**config.mk**
```make
export PLATFORM = sky130hd
export DESIGN_NAME = ex_muldiv
export DESIGN_NICKNAME = d
export VERILOG_FILES = /design/src/rtl/ex_muldiv.sv
export SDC_FILE = /design/constraint.sdc
export NUM_CORES = 2
export LEC_CHECK = 0
export BUFFER_PORTS_ARGS = -buffer_cell sky130_fd_sc_hd__buf_2
export CORE_ASPECT_RATIO = 0.6
export CORE_MARGIN = 10
export CORE_UTILIZATION = 40
export DETAILED_ROUTE_END_ITERATION = 8
export GPL_TIMING_DRIVEN = 1
export SLEW_MARGIN = 40
export SYNTH_ARGS = -nofsm -noshare
export SYNTH_HDL_FRONTEND = slang
export SYNTH_SLANG_ARGS = --single-unit
```
**constraint.sdc**
```tcl
create_clock -name clk -period 26.6 [get_ports clk]
set_clock_uncertainty 0.2 [all_clocks]
set_input_delay 2.66 -clock clk [delete_from_list [all_inputs] [get_ports clk]]
set_output_delay 2.66 -clock clk [all_outputs]
set_load 0.005 [all_outputs]
```
**src/rtl/ex_muldiv.sv**
```systemverilog
`timescale 1ns/1ps
// RV32M multiply/divide unit for the EX stage: two-cycle multiply, DATA_W-step
// restoring divide, registered write-back with a one-cycle done pulse.
module ex_muldiv #(
  parameter int DATA_W = 32,
  parameter int ADDR_W = 5
) (
  input  logic              clk,
  input  logic              rst,
  input  logic              start,
  input  logic [2:0]        op,
  input  logic [DATA_W-1:0] reg1,
  input  logic [DATA_W-1:0] reg2,
  input  logic [ADDR_W-1:0] wd_in,
  input  logic              wreg_in,
  input  logic              flush,
  output logic              stallreq,
  output logic              done,
  output logic [DATA_W-1:0] result,
  output logic [ADDR_W-1:0] wd,
  output logic              wreg
);

  localparam int CNT_W = $clog2(DATA_W);
  localparam logic [1:0] IDLE    = 2'd0;
  localparam logic [1:0] DIV_RUN = 2'd1;
  localparam logic [1:0] DONE    = 2'd2;

  logic [1:0]        r_state;
  logic [CNT_W-1:0]  r_count;
  logic [DATA_W-1:0] r_quot, r_rem, r_divisor, r_result;
  logic              r_isRem, r_negQ, r_negR, r_done, r_wreg, r_wregCap;
  logic [ADDR_W-1:0] r_wd, r_wdCap;

  logic                w_divSigned, w_divZero, w_divOvf, w_mulASigned, w_mulBSigned;
  logic [2*DATA_W-1:0] w_mulA, w_mulB, w_prod;
  logic [DATA_W-1:0]   w_mulRes, w_specRes, w_absA, w_absB;
  logic [DATA_W:0]     w_shift, w_diff;
  logic                w_qBit;
  logic [DATA_W-1:0]   w_remNext, w_quotNext, w_remFix, w_quotFix;

  assign w_divSigned  = ~op[0];
  assign w_divZero    = (reg2 == '0);
  assign w_divOvf     = w_divSigned && (reg1 == {1'b1, {(DATA_W-1){1'b0}}}) && (reg2 == '1);
  assign w_mulASigned = (op[1:0] == 2'b01) || (op[1:0] == 2'b10);
  assign w_mulBSigned = (op[1:0] == 2'b01);

  // Extending both operands to 2*DATA_W lets one multiplier serve all signedness mixes.
  assign w_mulA   = {{DATA_W{w_mulASigned & reg1[DATA_W-1]}}, reg1};
  assign w_mulB   = {{DATA_W{w_mulBSigned & reg2[DATA_W-1]}}, reg2};
  assign w_prod   = w_mulA * w_mulB;
  assign w_mulRes = (op[1:0] == 2'b00) ? w_prod[DATA_W-1:0] : w_prod[2*DATA_W-1:DATA_W];

  assign w_specRes = w_divZero ? (op[1] ? reg1 : {DATA_W{1'b1}})
                               : (op[1] ? {DATA_W{1'b0}} : reg1);
  assign w_absA = (w_divSigned && reg1[DATA_W-1]) ? -reg1 : reg1;
  assign w_absB = (w_divSigned && reg2[DATA_W-1]) ? -reg2 : reg2;

  // Restoring step: r_quot shifts the dividend out MSB-first while collecting quotient bits.
  assign w_shift    = {r_rem, r_quot[DATA_W-1]};
  assign w_diff     = w_shift - {1'b0, r_divisor};
  assign w_qBit     = ~w_diff[DATA_W];
  assign w_remNext  = w_qBit ? w_diff[DATA_W-1:0] : w_shift[DATA_W-1:0];
  assign w_quotNext = {r_quot[DATA_W-2:0], w_qBit};
  assign w_quotFix  = r_negQ ? -w_quotNext : w_quotNext;
  assign w_remFix   = r_negR ? -w_remNext : w_remNext;

  assign stallreq = ((r_state == IDLE) && start) || (r_state == DIV_RUN);
  assign done     = r_done;
  assign result   = r_result;
  assign wd       = r_wd;
  assign wreg     = r_wreg;

  always_ff @(posedge clk) begin
    if (rst) begin
      r_state   <= IDLE;
      r_count   <= '0;
      r_quot    <= '0;
      r_rem     <= '0;
      r_divisor <= '0;
      r_result  <= '0;
      r_isRem   <= 1'b0;
      r_negQ    <= 1'b0;
      r_negR    <= 1'b0;
      r_done    <= 1'b0;
      r_wreg    <= 1'b0;
      r_wregCap <= 1'b0;
      r_wd      <= '0;
      r_wdCap   <= '0;
    end else begin
      r_done <= 1'b0;
      r_wreg <= 1'b0;
      if (flush) begin
        r_state <= IDLE;
      end else begin
        case (r_state)
          IDLE: begin
            if (start) begin
              r_wdCap   <= wd_in;
              r_wregCap <= wreg_in;
              r_isRem   <= op[1];
              r_negQ    <= w_divSigned && (reg1[DATA_W-1] ^ reg2[DATA_W-1]);
              r_negR    <= w_divSigned && reg1[DATA_W-1];
              r_quot    <= w_absA;
              r_rem     <= '0;
              r_divisor <= w_absB;
              r_count   <= '0;
              if (!op[2] || w_divZero || w_divOvf) begin
                r_result <= op[2] ? w_specRes : w_mulRes;
                r_done   <= 1'b1;
                r_wd     <= wd_in;
                r_wreg   <= wreg_in;
                r_state  <= DONE;
              end else begin
                r_state <= DIV_RUN;
              end
            end
          end
          DIV_RUN: begin
            r_quot  <= w_quotNext;
            r_rem   <= w_remNext;
            r_count <= r_count + CNT_W'(1);
            if (r_count == CNT_W'(DATA_W - 1)) begin
              r_result <= r_isRem ? w_remFix : w_quotFix;
              r_done   <= 1'b1;
              r_wd     <= r_wdCap;
              r_wreg   <= r_wregCap;
              r_state  <= DONE;
            end
          end
          default: r_state <= IDLE;
        endcase
      end
    end
  end

endmodule

```
==> flow_summary_export.csv <==
group,metric,value,unit
clocking,cts_root_buf,"clkbuf_16",
floorplan,core_area,126900,µm²
final_layout,multiInputGateArea,41980,µm²
grt,grt_usage,25.34,%
drt,vias,42962,
final_layout,syn_to_final_growth,5.188,%
logic_synthesis,synthArstFlopShare,0,%
critical_path,crit_path_max_incr_delay,860,ps
run,maxCapViolations,0,
drt,wl,182600,µm
clocking,post_cts_resized,0,
logic_synthesis,synth_seq_area_share,5.901,%
clocking,clk_pin_slew,70,ps
logic_synthesis,mappedNetlistArea,51230,µm²
sta,slew_headroom,39.57,%
logic_synthesis,yosysTopAreaCell,"fa_1",
logic_synthesis,syn_area_per_cell,8.377,µm²
sta,maxSlewViolCount,0,
logic_synthesis,synth_cell_types,95,
logic_synthesis,synth-warning-count,0,
drt,vias_per_cell,5.615,
final_layout,final_util,42.47,%
final_layout,drive_gt1_share,5.065,%
critical_path,critPathMaxFanout,29,
floorplan,die_h,297.2,µm
drt,drc,0,
critical_path,worstSetupStartpointType,"input pin",
sta,period_minus_slack,13080,ps
grt,antenna_found_initial,16,
floorplan,io_pins,117,
logic_synthesis,synthTopCellsByArea,"fa_1 44%, inv_1 9.3%, nand2_1 7.1%",
drt,wl_per_cell,23.86,µm
clocking,postCtsSetupBuffers,0,
drt,drtPass1Iterations,6,
sta,fmax,76.44,MHz
clocking,cts_tree,"built",
critical_path,cp-end-kind,"register",
logic_synthesis,synth_ff_type,"dfxtp_1",
placement,place_hpwl,140800,µm
grt,grt_max_degree,83,
logic_synthesis,synth_most_common_cell,"inv_1",
final_layout,final_nets,7395,
drt,drt_iter0_drc,5119,
logic_synthesis,synthCells,6115,
clocking,cts_buffers,25,
clocking,clockBufferDepth,3,
sta,setup_tns,0,ps
sta,rsz0062_at_grt,"false",
grt,grt_pass1_wl,278600,µm
clocking,htree_levels,4,
sta,final.period_utilization,49.18,%
run_status,status,"finished clean",
logic_synthesis,synth_seq_cells,151,
critical_path,regToRegSetupSlack,19060,ps
critical_path,cp.required,26780,ps
grt,grt_pass1_vias,43064,
final_layout,num-fill-cells,12853,
placement,port_buffers,116,
floorplan,start_util,40.37,%
critical_path,worst_path_max_delay_cell,"fa_1",
sta,finalSetupViolCount,0,
critical_path,crit_path_frequent_cell,"fa_1",
final_layout,seq_area,3023,µm²
clocking,ctsHoldBuffers,0,
grt,overflow,0,
logic_synthesis,synth_nets,7572,
critical_path,path_class,"input pin to register",
floorplan,die_x,482.0,µm
sta,worst_pin_slew,904.2,ps
floorplan,rows,101,
sta,hold_viol,0,
logic_synthesis,synth_top_area_share,44.00,%
critical_path,arrival,13260,ps
floorplan,die-area,143200,µm²
placement,gp_congestion,0.9818,
logic_synthesis,synth_top_cells_by_count,"1,263 x inv_1, 1,126 x fa_1, 967 x nand2_1",
logic_synthesis,synth_edf_count,0,
clocking,clock_sinks,151,
clocking,worst_skew_pair.late_latency,520,ps
hold_path,hp-class,"register to register",
drt,postRouteAntennaNets,0,
==> path summary, 6_finish.rpt <==
check | startpoint | end | depth (start not counted)
worst max register to register | r_rem[8] | result[26] | 17
worst min register to register | result[4] | result[4] | 2
worst min-delay path | result[4] | result[4] | 2
worst max-delay path | op[1] | result[31] | 30
==> stage by stage <==
stage	setup slack, ps	instances	instance area [µm²]	hold slack (ps)
after floorplan	14950	6115	51230	236.3
after global placement	13310	7607	53080	238.9
after detailed placement	13120	7609	53170	242.8
after CTS	13620	7641	53840	253.2
after global routing	12870	7648	53880	275.0
final	13520	7651	53880	254.2
==> registers in the layout, indices dropped and copies added (netlist names), 2 cells and up <==
register,count
r_rem,32
result,32
wd,5
r_wdCap,5
r_divisor,32
r_count,5
r_quot,32
r_state,2
==> routing by layer <==
layer	up-vias	GRT usage, %	routed length (µm)
li1	18372	-	-
met1	21957	39.60	83860
met2	2400	33.85	70670
met3	229	7.816	24450
met4	4	4.540	3559
met5	-	0	34
==> layout by cell type (no fill, tap or decap), types with 85 or more instances in the layout <==
| cell type | Yosys | routed |
|---|---|---|
| a211oi_1 | 87 | 86 |
| a21oi_1 | 203 | 203 |
| and2_1 | 273 | 273 |
| buf_2 | 12 | 112 |
| buf_4 | 4 | 89 |
| dfxtp_1 | 151 | 151 |
| fa_1 | 1126 | 1125 |
| ha_1 | 254 | 254 |
| inv_1 | 1263 | 1263 |
| nand2_1 | 967 | 965 |
| nor2_1 | 300 | 298 |
| o21ai_0 | 131 | 130 |
| xnor2_1 | 103 | 102 |
| xor2_1 | 85 | 85 |
==> cells by family (layout without fill, tap and decap cells) <==
kind of cell	after synthesis	in the layout	share of synthesized area, %
AND/OR/NAND/NOR	1873	1873	16.75
buffers and inverters	1675	1503	12.35
adder cells (fa/ha/maj)	1404	1404	50.68
AO/OA/AOI/OAI	789	789	10.37
XOR/XNOR	188	188	3.214
flip-flops	151	151	5.901
multiplexers	35	35	0.7376
other	0	9	0
==> cell type report <==
type / instances / share of cell area [%]
Antenna cell: 9 / 0.04180
Sequential cell: 151 / 5.610
Clock buffer: 30 / 1.233
Timing Repair Buffer: 205 / 2.410
Inverter: 1266 / 8.824
Tap cell: 1699 / 3.945
Clock inverter: 2 / 0.01858
Multi-Input combinational cell: 4289 / 77.92
==> critical path, delay by kind of cell <==
family | cells | cell delay (ps)
buffers and inverters | 9 | 1650
AOI/OAI and AO/OA | 9 | 2430
adders and majority gates | 10 | 5380
and+or+nand+nor | 2 | 1090
Power is not shown: default switching activity piles up to over one toggle a cycle in this logic, so the estimate is an artifact.
